==> config.mk <==
export PLATFORM = sky130hd
export DESIGN_NAME = vector_pair_collect
export DESIGN_NICKNAME = d
export VERILOG_FILES = /design/src/rtl/vector_pkg.sv /design/src/rtl/vector_pair_collect_ctrl.sv /design/src/rtl/vector_pair_collect.sv
export SDC_FILE = /design/constraint.sdc
export NUM_CORES = 1
export LEC_CHECK = 0
export BUFFER_PORTS_ARGS = -buffer_cell sky130_fd_sc_hd__buf_2
export CORE_MARGIN = 3
export CORE_UTILIZATION = 40
export DETAILED_ROUTE_END_ITERATION = 10
export PLACE_DENSITY = 0.68
export SLEW_MARGIN = 20
export SYNTH_ARGS = -nofsm -noshare
export SYNTH_HDL_FRONTEND = slang
export SYNTH_SLANG_ARGS = --single-unit
==> constraint.sdc <==
create_clock -name clk -period 1.5 [get_ports clk]
set_input_delay 0.075 -clock clk [delete_from_list [all_inputs] [get_ports clk]]
set_output_delay 0.075 -clock clk [all_outputs]
set_load 0.02 [all_outputs]
==> src/rtl/vector_pkg.sv <==
// Shared definitions for the vector collect/subtract datapath: index width helper and index type.
package vector_pkg;

    // Index width for an N-element vector; idx runs 0..N-1.
    function automatic int idx_w(input int n);
        return (n < 2) ? 1 : $clog2(n);
    endfunction

    localparam int DEFAULT_N = 3;

    typedef logic [idx_w(DEFAULT_N)-1:0] vec_idx_t;

endpackage

==> src/rtl/vector_pair_collect_ctrl.sv <==
// Element index counter with completion, flush and framing decode for vector_pair_collect.
// Framing check is present only when VECTOR_COLLECT_LAST_CHECK_EN is defined.
module vector_pair_collect_ctrl
    import vector_pkg::*;
#(
    parameter  int N  = 3,
    localparam int IW = idx_w(N)
) (
    input  logic          clk,
    input  logic          rstn,
    input  logic          i_valid,
    input  logic          i_last,
    input  logic          i_flush,
    output logic [IW-1:0] o_idx,
    output logic          o_accept,
    output logic          o_complete,
    output logic          o_out_valid,
    output logic          o_busy,
    output logic          o_frame_err
);

    localparam logic [IW-1:0] LAST_IDX = IW'(N - 1);

    logic [IW-1:0] r_idx;
    logic [IW-1:0] w_idx_nxt;
    logic          r_out_valid;
    logic          w_accept;
    logic          w_complete;
    logic          w_abort;

    // Flush wins over an element presented in the same cycle.
    assign w_accept   = i_valid & ~i_flush;
    assign w_complete = w_accept & (r_idx == LAST_IDX);

`ifdef VECTOR_COLLECT_LAST_CHECK_EN
    logic r_frame_err;
    logic w_frame_err;

    // Early last abandons the partial vector; a missing last still lets the vector out.
    assign w_abort     = w_accept & i_last & (r_idx != LAST_IDX);
    assign w_frame_err = w_abort | (w_complete & ~i_last);

    always_ff @(posedge clk or negedge rstn) begin
        if (!rstn) begin
            r_frame_err <= 1'b0;
        end else begin
            r_frame_err <= w_frame_err;
        end
    end

    assign o_frame_err = r_frame_err;
`else
    logic w_unused_last;

    assign w_unused_last = i_last;
    assign w_abort       = 1'b0;
    assign o_frame_err   = 1'b0;
`endif

    // NOTE: every variable assigned in always_comb gets a default first, so no latch is inferred.
    always_comb begin
        w_idx_nxt = r_idx;
        if (i_flush || w_complete || w_abort) begin
            w_idx_nxt = '0;
        end else if (w_accept) begin
            w_idx_nxt = r_idx + 1'b1;
        end
    end

    // NOTE: state is updated with non-blocking assignments so all flops sample the same cycle.
    always_ff @(posedge clk or negedge rstn) begin
        if (!rstn) begin
            r_idx       <= '0;
            r_out_valid <= 1'b0;
        end else begin
            r_idx       <= w_idx_nxt;
            r_out_valid <= w_complete;
        end
    end

    assign o_idx       = r_idx;
    assign o_accept    = w_accept;
    assign o_complete  = w_complete;
    assign o_out_valid = r_out_valid;
    assign o_busy      = (r_idx != '0);

endmodule

==> src/rtl/vector_pair_collect.sv <==
// Serial-to-vector front end: collects N (a,b) element pairs and issues them with a one-cycle pulse.
// Optional framing check on in_last is enabled by defining VECTOR_COLLECT_LAST_CHECK_EN.
module vector_pair_collect
    import vector_pkg::*;
#(
    parameter int BITS     = 16,
    parameter int N        = 3,
    parameter int CNT_BITS = 16
) (
    input  logic                clk,
    input  logic                rstn,
    input  logic                in_valid,
    input  logic [BITS-1:0]     a_in,
    input  logic [BITS-1:0]     b_in,
    input  logic                in_last,
    input  logic                flush,
    output logic                out_valid,
    output logic [BITS-1:0]     a [N],
    output logic [BITS-1:0]     b [N],
    output logic                busy,
    output logic [CNT_BITS-1:0] vec_count,
    output logic                frame_err
);

    localparam int IW = idx_w(N);

    logic [IW-1:0]       w_idx;
    logic                w_accept;
    logic                w_complete;
    logic                w_out_valid;
    logic                w_busy;
    logic                w_frame_err;

    logic [BITS-1:0]     r_shadow_a [N];
    logic [BITS-1:0]     r_shadow_b [N];
    logic [BITS-1:0]     r_a [N];
    logic [BITS-1:0]     r_b [N];
    logic [CNT_BITS-1:0] r_vec_count;

    vector_pair_collect_ctrl #(
        .N (N)
    ) u_ctrl (
        .clk         (clk),
        .rstn        (rstn),
        .i_valid     (in_valid),
        .i_last      (in_last),
        .i_flush     (flush),
        .o_idx       (w_idx),
        .o_accept    (w_accept),
        .o_complete  (w_complete),
        .o_out_valid (w_out_valid),
        .o_busy      (w_busy),
        .o_frame_err (w_frame_err)
    );

    // NOTE: the arrays are small register files that must read as zero after reset, so they are reset.
    always_ff @(posedge clk or negedge rstn) begin
        if (!rstn) begin
            for (int i = 0; i < N; i++) begin
                r_shadow_a[i] <= '0;
                r_shadow_b[i] <= '0;
            end
        end else if (w_accept) begin
            r_shadow_a[w_idx] <= a_in;
            r_shadow_b[w_idx] <= b_in;
        end
    end

    // The final element bypasses the shadow so the vector is visible one cycle after its last accept.
    always_ff @(posedge clk or negedge rstn) begin
        if (!rstn) begin
            for (int i = 0; i < N; i++) begin
                r_a[i] <= '0;
                r_b[i] <= '0;
            end
            r_vec_count <= '0;
        end else if (w_complete) begin
            for (int i = 0; i < N; i++) begin
                r_a[i] <= (i == N - 1) ? a_in : r_shadow_a[i];
                r_b[i] <= (i == N - 1) ? b_in : r_shadow_b[i];
            end
            r_vec_count <= r_vec_count + CNT_BITS'(1);
        end
    end

    assign a         = r_a;
    assign b         = r_b;
    assign out_valid = w_out_valid;
    assign busy      = w_busy;
    assign vec_count = r_vec_count;
    assign frame_err = w_frame_err;

endmodule
==> run summary <==
YOSYS
---------------------------------------------------------------------------------
Asr flop ratio synth                                                         1.00
Count of cell types in the netlist                                             29
Net Count, Synth                                                              662
Yosys synthesis warning count                                                   0
Synth top cells by count                                             sky130_fd_sc_hd__nand2_1, sky130_fd_sc_hd__dfrtp_1, sky130_fd_sc_hd__mux2_1
Top cell type's share of synthesized area                                   0.654
Seq/Total Area, Yosys                                                       0.654
#FFs+latches synth                                                            179
Most common cell in the netlist                                      sky130_fd_sc_hd__nand2_1
Number of enable-type register cells in the synthesized netlist                 0
Post-synth top flop                                                  sky130_fd_sc_hd__dfrtp_1
Average footprint of a synthesized cell                                  11.0 um2
Synthesized netlist cell count                                                621
Area of the mapped netlist                                               6850 um2
Largest area contributor in the synthesized netlist                  sky130_fd_sc_hd__dfrtp_1
Largest cells by area after synthesis                                sky130_fd_sc_hd__dfrtp_1, sky130_fd_sc_hd__nand2_1, sky130_fd_sc_hd__mux2_1

STA
---------------------------------------------------------------------------------
Worst path setup slack after routing                                   -0.0352 ns
Ratio of final minimum period to clock period                                1.02
Worst-Margin Slew                                                        0.501 ns
Maximum clock frequency                                                 0.651 GHz
Headroom to the max-slew limit                                              0.666
Period minus WS final                                                     1.54 ns
Count of final setup violators                                                 15
Final Slew Violations                                                           0
Final hold violations                                                           0
Setup repair after global routing missed its margin                           yes
Worst clock skew                                                       0.00998 ns
Worst hold-check slack                                                   0.166 ns

ROUTE
---------------------------------------------------------------------------------
Number of optimization iterations in the first detailed-route pass              4
Overall routed net length                                                16300 um
Met2 wire len                                                             7840 um
Average wire per cell in the routed design                                15.4 um
Via count of the routed design                                               4990
Number of DRC violations after detailed routing                                 0
Vias/cell                                                                    4.72
Uppermost layer routed                                                       met4
Detailed-routed wire length on met3                                        859 um
Post-detailed-route count of antenna-violating nets                             0
DRT met1 WL                                                               7310 um
Starting DRT DRC Count                                                        195

FLOORPLANNING
---------------------------------------------------------------------------------
Area of the die                                                         18700 um2
Vertical extent of the die                                                 137 um
Floorplan row count                                                            47
Total core area                                                         16600 um2
Effective utilization at floorplan                                          0.412
Width of the die                                                           137 um
Total I/O pin count                                                           152

SETUP PATH
---------------------------------------------------------------------------------
Largest incremental delay on the critical path                            0.39 ns
Kind of critical path                                                     reg2reg
Worst path arrival time                                                   1.85 ns
Critical Path Source Type                                                register
Crit path cell chain                                                 inv_2 -> ha_4 -> and4b_2 -> and4_4 -> nand4_1 -> xnor2_1
Worst setup EP type                                                      register
Slowest stage cell, crit path                                        sky130_fd_sc_hd__dfrtp_1
Max FO, Critical Path                                                           5
R2R cell count                                                                  6
Endpoint required time on the critical path                               1.81 ns

POWER AND IR DROP
---------------------------------------------------------------------------------
Net load switching power                                                  5.29 mW
Switching Share                                                             0.339
Leakage power figure                                                      5.00 nW
Worst-case vdd ir drop                                                    1040 uV
Combinational share of power                                                0.268
Power density cells                                                   1680 nW/um2
Internal                                                                  10.3 mW
Overall power consumption                                                 15.6 mW
Clock share of power                                                        0.276
Fraction of power consumed by sequential logic                              0.456

PLACEMENT
---------------------------------------------------------------------------------
Number of placed cells counting well taps                                     985
Routability congestion estimate                                             0.773
Number of buffers added on ports                                              149
Post-place instance area                                                 8060 um2
DP Wirelength                                                             9780 um

GLOBAL ROUTE
---------------------------------------------------------------------------------
Number of global-route vias before repair                                    5132
Pin count of the biggest net entering global routing                           82
Total routing usage reported by global routing                              0.172
Remaining global-route overflow                                                 0
First-pass GRT wire length                                               25500 um
Antenna violations before repair                                                0

WORST HOLD PATH
---------------------------------------------------------------------------------
Hold Path Class                                                          in2async

OUTCOME
---------------------------------------------------------------------------------
Failing checks                                                       negative setup slack
Run status                                                           finished, violations left

FINAL LAYOUT
---------------------------------------------------------------------------------
Cell area after layout                                                   9260 um2
Number of antenna cells inserted                                                0
Number of cells in the finished layout apart from fillers                    1057
Share of the core filled with cells                                         0.556
Syn-to-layout area delta                                                    35.2%
Fin nets                                                                      866
Fraction of final layout cells with drive strength greater than 1           0.278

RUN
---------------------------------------------------------------------------------
Max-cap check violation count                                                   0

CLOCK TREE
---------------------------------------------------------------------------------
Number of H-tree levels                                                         4
Number of buffers added by the clock tree synthesis step                       17
# clock sinks                                                                 179
Insertion delay to the later sink of the worst-skew pair                  0.43 ns
Setup bufs post-CTS                                                             0
Clock tree from TritonCTS                                                    done
Clock root cell                                                      sky130_fd_sc_hd__clkbuf_16
Clock slew at reported path FFs                                           0.07 ns
Buffers from clock root to sink, at most                                        2

-- critical path: cells and delay by family, from the launching register on --
kind	cells	cell delay (ns)
xor+xnor	1	0.14
simple gates	3	0.68
flops	1	0.39
fa+ha+maj	1	0.12
buf+inv	1	0.08
-- flip-flops by register name, indices dropped and copies added, names as in the netlist --
name / flops
r_shadow_a: 32
b: 48
a: 48
u_ctrl.o_out_valid: 1
vec_count: 16
u_ctrl.o_idx: 2
r_shadow_b: 32
-- layout make-up --
| cell class | instances | area (um2) |
|---|---|---|
| fillers | 1409 | 7380 |
| well taps | 220 | 275 |
| clock buffers | 19 | 453 |
| flip-flops and latches | 179 | 4480 |
| repair buffers | 213 | 1570 |
| inverters | 4 | 25.0 |
| multi-input cells | 410 | 2330 |
| clock inverters | 12 | 121 |
-- power groups by stage --
stage | logic (mW) | clock network, mW | registers (mW)
global placement | 3.95 | 0 | 7.16
global route | 4.62 | 4.62 | 7.31
detailed placement | 4.06 | 0 | 7.16
CTS | 4.13 | 4.42 | 7.11
floorplan | 1.20 | 0 | 8.31
finish | 4.18 | 4.30 | 7.12
-- metrics by stage --
stage	setup slack, ns	TNS, ns
final	-0.0352	-0.126
after global routing	-0.0849	-1.99
after CTS	-0.0457	-0.116
after detailed placement	-0.108	-1.25
after global placement	-0.0728	-0.572
after floorplan	-0.0792	-0.240
-- what timing repair did --
item                       4_1_cts  5_1_grt
gates cloned                     0        6
hold buffers                    35        0
pin swaps                        5        7
hold endpoints to repair       188        0
gates resized for setup         12       15
setup endpoints to repair      105       98
-- path summary, 6_finish.rpt --
check / startpoint / end / slack, ns
min in group clk: flush / u_ctrl.o_idx[1]$_DFFE_PN0P_ / 0.40
worst max register to register: u_ctrl.o_idx[0]$_DFFE_PN0P_ / vec_count[14]$_DFFE_PN0P_ / -0.04
worst min-delay path: rstn / b[13]$_DFFE_PN0P_ / 0.17
worst max-delay path: u_ctrl.o_idx[0]$_DFFE_PN0P_ / vec_count[14]$_DFFE_PN0P_ / -0.04
worst min register to register: r_shadow_a[29]$_DFFE_PN0P_ / a[29]$_DFFE_PN0P_ / 0.46
max in group asynchronous: rstn / r_shadow_a[46]$_DFFE_PN0P_ / 0.76
-- per-layer routing --
layer	up-vias	track usage
li1	2359	-
met1	2482	0.228
met2	125	0.276
met3	24	0.0456
met4	0	0.0593
met5	-	0
-- cells by family after synthesis --
group,after synthesis,synth area share
flip-flops,179,0.654
AND/OR/NAND/NOR,324,0.189
buffers and inverters,32,0.0228
AO/OA/AOI/OAI,1,0.000730
other,1,0.000548
adder cells (fa/ha/maj),4,0.00731
XOR/XNOR,15,0.0192
multiplexers,65,0.107
-- cell usage in the layout, fill, tap and decap left out, drive strengths merged --
| master | netlist | routed |
|---|---|---|
| conb | 1 | 1 |
| xnor2 | 9 | 9 |
| inv | 4 | 8 |
| dlygate4sd3 | 0 | 35 |
| xor2 | 6 | 6 |
| nor3 | 2 | 2 |
| clkinv | 0 | 4 |
| and4b | 1 | 1 |
| nand2b | 1 | 1 |
| and3 | 3 | 3 |
| and4 | 2 | 2 |
| clkbuf | 1 | 25 |
| mux2i | 1 | 1 |
| buf | 27 | 172 |
| and2b | 1 | 1 |
| a21oi | 1 | 1 |
| mux2 | 64 | 64 |
| bufinv | 0 | 1 |
| nand3b | 1 | 1 |
| nand3 | 5 | 5 |
| nand2 | 298 | 298 |
| and2 | 3 | 3 |
| dfrtp | 179 | 179 |
| nand4 | 3 | 3 |
| ha | 4 | 4 |
| nor2 | 4 | 4 |
| clkinvlp | 0 | 3 |
(Power assumes the default switching activity.)
